$ cat config.mk
export PLATFORM = sky130hd
export DESIGN_NAME = zorro_ac_sequencer_flat
export DESIGN_NICKNAME = d
export VERILOG_FILES = /design/src/rtl/zorro_ac_sequencer_if.sv /design/src/rtl/zorro_ac_sequencer.sv /design/src/flat_wrapper.sv
export SDC_FILE = /design/constraint.sdc
export NUM_CORES = 1
export LEC_CHECK = 0
export CORE_ASPECT_RATIO = 2
export CORE_MARGIN = 2
export CORE_UTILIZATION = 52
export CTS_BUF_LIST = sky130_fd_sc_hd__clkbuf_4
export DETAILED_ROUTE_END_ITERATION = 12
export GPL_ROUTABILITY_DRIVEN = 1
export PLACE_DENSITY = 0.94
export SLEW_MARGIN = 40
export SYNTH_ARGS = -nofsm -noshare
export SYNTH_HDL_FRONTEND = slang
export SYNTH_SLANG_ARGS = --single-unit
export TNS_END_PERCENT = 10
$ cat constraint.sdc
create_clock -name clk -period 4.34 [get_ports clk]
set_clock_uncertainty 0.05 [all_clocks]
set_input_delay 0.868 -clock clk [delete_from_list [all_inputs] [get_ports clk]]
set_output_delay 0.868 -clock clk [all_outputs]
set_load 0.1 [all_outputs]
$ cat src/rtl/zorro_ac_sequencer_if.sv
// Purpose: CPU-side AutoConfig write bus seen by the chain sequencer.
// Latency: none, this is wiring only.
// Backpressure: none. The CPU bus is never stalled, and writes are sampled on clk7_en.
//
// Signals:
//   clk7_en    - 7 MHz qualifier. All config-write sampling is gated by it.
//   sel        - CPU access falls inside the AutoConfig window.
//   address_in - CPU address bits [8:1].
//   data_in    - CPU write data.
//   hwr/lwr    - high- and low-byte write strobes.
// Modports: master (CPU decode drives the bus), slave (sequencer samples it).
interface zorro_ac_sequencer_if;
  logic        clk7_en;
  logic        sel;
  logic [7:0]  address_in;
  logic [15:0] data_in;
  logic        hwr;
  logic        lwr;

  modport master (output clk7_en, sel, address_in, data_in, hwr, lwr);
  modport slave  (input  clk7_en, sel, address_in, data_in, hwr, lwr);
endinterface

$ cat src/rtl/zorro_ac_sequencer.sv
// Purpose: walks the Zorro AutoConfig chain, offering one present board at a time and capturing its base address.
// Latency: an accepted write leads to the next offer (or the null board) within NUM_BOARDS+1 clk. autoconfig_done is registered and lags by 1 clk.
// Backpressure: none. Writes that are not accepted are dropped, and the current offer holds until one is accepted.
//
// Ports:
//   clk, reset       - system clock; synchronous active-high reset.
//   cpu              - zorro_ac_sequencer_if.slave, carrying clk7_en/sel/address_in/data_in/hwr/lwr.
//   board_present    - per-slot enable. It is only looked at while scanning.
//   ac_index         - slot currently offered; 3'b111 = null board.
//   ac_active        - a real board is being offered.
//   board_configured - sticky per-slot configured flags.
//   board_shutup     - sticky per-slot shut-up flags.
//   base_addr        - 16 bits per slot: ZII {8'h00,A23:16}, ZIII A31:16.
//   autoconfig_done  - chain exhausted and acknowledged by a CPU window access.
// Optional: defining AC_TIMEOUT_EN auto-shuts-up a board that is left unanswered for TIMEOUT clk7_en ticks.
module zorro_ac_sequencer #(
  parameter int                    NUM_BOARDS = 5,
  parameter logic [NUM_BOARDS-1:0] ZIII_MASK  = 5'b01110
`ifdef AC_TIMEOUT_EN
  ,
  parameter logic [15:0]           TIMEOUT    = 16'd50000
`endif
) (
  input  logic                      clk,
  input  logic                      reset,
  zorro_ac_sequencer_if.slave       cpu,
  input  logic [NUM_BOARDS-1:0]     board_present,
  output logic [2:0]                ac_index,
  output logic                      ac_active,
  output logic [NUM_BOARDS-1:0]     board_configured,
  output logic [NUM_BOARDS-1:0]     board_shutup,
  output logic [16*NUM_BOARDS-1:0]  base_addr,
  output logic                      autoconfig_done
);

  typedef enum logic [1:0] {ST_INIT, ST_SCAN, ST_OFFER, ST_DONE} state_t;

  localparam logic [2:0] LAST_SLOT  = 3'(NUM_BOARDS);
  localparam logic [2:0] NULL_BOARD = 3'b111;

  state_t                    state_q, state_nxt;
  logic [2:0]                ptr_q, ptr_nxt;
  logic [2:0]                idx_nxt;
  logic                      act_nxt;
  logic [NUM_BOARDS-1:0]     cfg_nxt, shut_nxt;
  logic [16*NUM_BOARDS-1:0]  base_nxt;
  logic                      done_nxt;
  logic                      leave_offer;

  logic       cpu_wr;
  logic [8:0] wr_addr;
  logic       is_z3;
  logic       cfg_hit;
  logic       shut_hit;

  // A write counts only when it is qualified by the 7 MHz enable and falls inside the window.
  assign cpu_wr  = cpu.clk7_en && cpu.sel && (cpu.hwr || cpu.lwr);
  assign wr_addr = {cpu.address_in, 1'b0};
  // ac_index is only meaningful in OFFER, so that is the only place is_z3 is consumed.
  assign is_z3   = ZIII_MASK[ac_index];
  // The base lives in the high byte, so an lwr-only write cannot configure.
  // The ZII alias at 0x48 is deliberately dead for ZIII boards.
  assign cfg_hit  = cpu_wr && cpu.hwr &&
                    ((is_z3 && wr_addr == 9'h044) || (!is_z3 && wr_addr == 9'h048));
  assign shut_hit = cpu_wr && (wr_addr == 9'h04c);

`ifdef AC_TIMEOUT_EN
  logic [15:0] cnt_q, cnt_nxt;
`endif

  always_ff @(posedge clk) begin
    if (reset) begin
      state_q          <= ST_INIT;
      ptr_q            <= '0;
      ac_index         <= NULL_BOARD;
      ac_active        <= 1'b0;
      board_configured <= '0;
      board_shutup     <= '0;
      base_addr        <= '0;
      autoconfig_done  <= 1'b0;
`ifdef AC_TIMEOUT_EN
      cnt_q            <= '0;
`endif
    end else begin
      state_q          <= state_nxt;
      ptr_q            <= ptr_nxt;
      ac_index         <= idx_nxt;
      ac_active        <= act_nxt;
      board_configured <= cfg_nxt;
      board_shutup     <= shut_nxt;
      base_addr        <= base_nxt;
      autoconfig_done  <= done_nxt;
`ifdef AC_TIMEOUT_EN
      cnt_q            <= cnt_nxt;
`endif
    end
  end

  always_comb begin
    state_nxt   = state_q;
    ptr_nxt     = ptr_q;
    idx_nxt     = ac_index;
    act_nxt     = ac_active;
    cfg_nxt     = board_configured;
    shut_nxt    = board_shutup;
    base_nxt    = base_addr;
    done_nxt    = autoconfig_done;
    leave_offer = 1'b0;
`ifdef AC_TIMEOUT_EN
    cnt_nxt     = cnt_q;
`endif
    case (state_q)
      // One idle cycle lets board_present settle after reset.
      ST_INIT: begin
        state_nxt = ST_SCAN;
        ptr_nxt   = '0;
      end
      ST_SCAN: begin
        if (ptr_q >= LAST_SLOT) begin
          idx_nxt   = NULL_BOARD;
          state_nxt = ST_DONE;
        end else if (board_present[ptr_q] && !board_configured[ptr_q] && !board_shutup[ptr_q]) begin
          idx_nxt   = ptr_q;
          act_nxt   = 1'b1;
          state_nxt = ST_OFFER;
`ifdef AC_TIMEOUT_EN
          cnt_nxt   = '0;
`endif
        end else begin
          ptr_nxt = ptr_q + 3'd1;
        end
      end
      ST_OFFER: begin
        // Configure and shut-up decode to different addresses, so at most one of them can fire.
        // A flag set here also ends the offer, which is why a slot never ends up with both flags.
        if (cfg_hit) begin
          cfg_nxt[ac_index]               = 1'b1;
          base_nxt[int'(ac_index)*16 +: 16] = is_z3 ? cpu.data_in : {8'h00, cpu.data_in[15:8]};
          leave_offer                     = 1'b1;
        end else if (shut_hit) begin
          shut_nxt[ac_index] = 1'b1;
          leave_offer        = 1'b1;
        end
`ifdef AC_TIMEOUT_EN
        // A real config write on the expiry tick wins, which is why this sits in the else branch.
        else if (cpu.clk7_en) begin
          if (cnt_q == TIMEOUT - 16'd1) begin
            shut_nxt[ac_index] = 1'b1;
            leave_offer        = 1'b1;
          end else begin
            cnt_nxt = cnt_q + 16'd1;
          end
        end
`endif
        if (leave_offer) begin
          act_nxt   = 1'b0;
          ptr_nxt   = ac_index + 3'd1;
          state_nxt = ST_SCAN;
        end
      end
      ST_DONE: begin
        if (cpu.clk7_en && cpu.sel) done_nxt = 1'b1;
      end
      default: state_nxt = ST_INIT;
    endcase
  end

endmodule

$ cat src/flat_wrapper.sv
// flat-port wrapper written by rule: the top's interface ports become plain ports
module zorro_ac_sequencer_flat 
#(
  parameter int                    NUM_BOARDS = 5,
  parameter logic [NUM_BOARDS-1:0] ZIII_MASK  = 5'b01110

)
  (clk, reset, board_present, ac_index, ac_active, board_configured, board_shutup, base_addr, autoconfig_done, cpu_clk7_en, cpu_sel, cpu_address_in, cpu_data_in, cpu_hwr, cpu_lwr);
  zorro_ac_sequencer_if cpu_i ();
  input  logic clk;
  input  logic reset;
  input  logic [NUM_BOARDS-1:0] board_present;
  output logic [2:0] ac_index;
  output logic ac_active;
  output logic [NUM_BOARDS-1:0] board_configured;
  output logic [NUM_BOARDS-1:0] board_shutup;
  output logic [16*NUM_BOARDS-1:0] base_addr;
  output logic autoconfig_done;
  input wire logic [$bits(cpu_i.clk7_en)-1:0] cpu_clk7_en;
  input wire logic [$bits(cpu_i.sel)-1:0] cpu_sel;
  input wire logic [$bits(cpu_i.address_in)-1:0] cpu_address_in;
  input wire logic [$bits(cpu_i.data_in)-1:0] cpu_data_in;
  input wire logic [$bits(cpu_i.hwr)-1:0] cpu_hwr;
  input wire logic [$bits(cpu_i.lwr)-1:0] cpu_lwr;
  assign cpu_i.clk7_en = cpu_clk7_en;
  assign cpu_i.sel = cpu_sel;
  assign cpu_i.address_in = cpu_address_in;
  assign cpu_i.data_in = cpu_data_in;
  assign cpu_i.hwr = cpu_hwr;
  assign cpu_i.lwr = cpu_lwr;
  zorro_ac_sequencer #(.NUM_BOARDS(NUM_BOARDS), .ZIII_MASK(ZIII_MASK)) u_core (.clk(clk), .reset(reset), .cpu(cpu_i), .board_present(board_present), .ac_index(ac_index), .ac_active(ac_active), .board_configured(board_configured), .board_shutup(board_shutup), .base_addr(base_addr), .autoconfig_done(autoconfig_done));
endmodule
==> metrics.cfg <==
[cts]
cts_root_buf=clkbuf_4
post_cts_resized=0
cts_inserted_buffers=9
clock_path_buffers=2
clkTransAtPathRegs_ns=0.14
clock_sinks=101
insertion_delay_ns=0.46
hold_buffers=0
cts_tree=yes
h-tree-depth=3
post_cts_buffers=0

[sta]
min_period_ns=2.99
relSlewSlack_pct=46.9
rsz0062_at_grt=no
fin_ws_ns=1.35
fin_setup_tns_ns=0
finalHoldViolCount=0
finalCritPeriodShare_pct=68.8
finalMaxSlewViolations=0
fmax_mhz=335
worst_pin_slew_ns=0.796
setup_viol=0

[final_layout]
finalNonFillerCells=693
final_core_util_pct=65.1
final_common_cell=dfxtp_1
final_nets=636
syn_to_final_growth_pct=21.6
drive_gt1_share_pct=21.8
final_cell_mix=101 x dfxtp_1, 96 x buf_2, 77 x nand2_1, 68 x o21ai_0, 49 x nand3b_1

[floorplanning]
die_area_sq_mm=0.00891
start_util_pct=53.6
die_height_microns=131
core-area_sq_mm=0.00789
die_w_microns=67.7
io_pins=130
row_count=46

[global_route]
grt_pass1_wl_mm=19.2
top_usage_layer=met2
gr-usage-met1_pct=30.8
antenna_found_initial=1
grtUsageTotal_pct=28.6
grt_util_met3_pct=5.39
grt_util_met2_pct=49.3
overflow=0
grt_max_degree=90
grt_pass1_vias=3761

[logic_synthesis]
synth-adder-area-share_pct=2.07
yosysTopAreaCell=dfxtp_1
ys_seq_elements=101
synthMuxAreaShare_pct=2.61
synth-edff-count=0
synth.top_cell.area_share_pct=47.9
synth_compound_area_share_pct=16.7
avgSynthCellArea_sq_um=8.73
synth_nets=526
yosysWarnings=0
synthCells=484
synth-seq-area-share_pct=47.9
synth-xor-area-share_pct=0.207
synth_area_leaders=dfxtp_1 48%, nand3b_1 8.7%, o21ai_0 8.1%
synthSimpleGateAreaFrac_pct=26.1
synthFlopType=dfxtp_1
synth_cell_type_count=51
synth_top_family_by_area=simple AND/OR/NAND/NOR gates
synth-async-reset-ratio_pct=0
syn_area_sq_mm=0.00423

[routing]
wire_per_inst_microns=18.1
postRouteAntennaNets=0
dr.pass1.iters=5
drtIter0Drc=354
viasPerCell=5.94
via_count=4113
drt_wl_total_mm=12.5
drc=0

[worst_setup_path]
worst_ep_required_time_ns=4.67
crit_fanout=13
crit_path_start_kind=flop
end_kind=flop
cp.arrival_ns=3.31
crit_type=flop to flop

[placement]
port_buffers=129
dpl.hpwl_mm=9.36
gp_congestion=0.940
pre_cts_slack_ns=1.20
placed_cells=679

[power]
power.leakage_nw=2.13
combPwrFrac_pct=29.5
worst_ir_drop_vdd_uv=465
swShare_pct=37.5
p_per_area_mw_per_mm2=396
seqPwrFrac_pct=50.6
pwr-share-clk_pct=19.9
p_total_w=0.00203
p_sw_w=0.000762
intPower_w=0.00127

[min_path]
hp-class=flop to flop

[outcome]
status=complete, no violations

[job]
drv_cap=0

[cells by family after synthesis]
family / Yosys count
compound gates: 120
xor+xnor: 1
mux: 10
flops: 101
fa+ha+maj: 7
simple gates: 201
buf+inv: 44
[state kept, by name, summed over array words and instances, names as in the netlist]
register                 cells
u_core.ac_active             1
u_core.ac_index              3
u_core.autoconfig_done       1
u_core.base_addr            80
u_core.board_configured      5
u_core.board_shutup          5
u_core.is_z3                 1
u_core.ptr_q                 3
u_core.state_q               2
[worst paths after layout]
path | start | to | slack, ns | cells after the start
worst max-delay path | u_core.ac_index[0] | u_core.base_addr[57] | 1.35 | 8
worst min-delay path | u_core.base_addr[24] | u_core.base_addr[24] | 0.42 | 2
worst max register to register | u_core.ac_index[0] | u_core.base_addr[57] | 1.35 | 8
worst min register to register | u_core.base_addr[24] | u_core.base_addr[24] | 0.42 | 2
[synthesized netlist by cell type, types with 3 or more instances]
| master | n |
|---|---|
| o211ai_1 | 3 |
| mux2_2 | 8 |
| a211o_1 | 3 |
| clkbuf_1 | 21 |
| nand3_1 | 19 |
| a21oi_1 | 28 |
| ha_1 | 7 |
| and2_1 | 4 |
| nor3_1 | 6 |
| o21ai_0 | 68 |
| dfxtp_1 | 101 |
| o41ai_1 | 3 |
| nand2_1 | 77 |
| nand3b_1 | 49 |
| and3_1 | 5 |
| nand4_1 | 3 |
| buf_2 | 6 |
| inv_1 | 11 |
| or3_1 | 3 |
| nor2_1 | 20 |
[power by group through the flow]
stage | Combinational [W] | Clock (W) | Sequential, W
global route | 0.000640 | 0.000445 | 0.00104
finish | 0.000600 | 0.000404 | 0.00103
detailed placement | 0.000583 | 0 | 0.00105
CTS | 0.000585 | 0.000408 | 0.00103
global placement | 0.000574 | 0 | 0.00104
floorplan | 0.000356 | 0 | 0.00112
[per-stage QoR]
stage / instance area (sq um) / hold WS (ns)
detailed placement: 5030 / 0.388
global route: 5140 / 0.441
global placement: 5510 / 0.382
CTS: 5120 / 0.419
finish: 5140 / 0.418
floorplan: 4230 / 0.443
[routing by layer]
| metal | vias to the layer above | share of wire (%) |
|---|---|---|
| met1 | 1946 | 35 |
| met4 | 0 | 5.1 |
| met2 | 191 | 54 |
| li1 | 1929 | - |
| met5 | - | 0 |
| met3 | 47 | 5.8 |
[cell type report]
class,instances,area (sq um)
inverters,11,41.3
clock buffers,10,75.1
diodes,1,2.50
flip-flops and latches,101,2020
fillers,651,2750
multi-input cells,339,2030
repair buffers,132,833
well taps,96,120
clock inverters,3,16.3
[worst max-delay path, cell delays in order (launching register included)]
cell and delay (ns):
dfxtp_1 0.56, inv_1 0.22, ha_1 0.25, ha_1 0.22, nor2_1 0.49, and2_1 0.55, and2_1 0.29, nand2_1 0.07
o21ai_0 0.19
No activity file was read; power rests on OpenSTA's default activity.
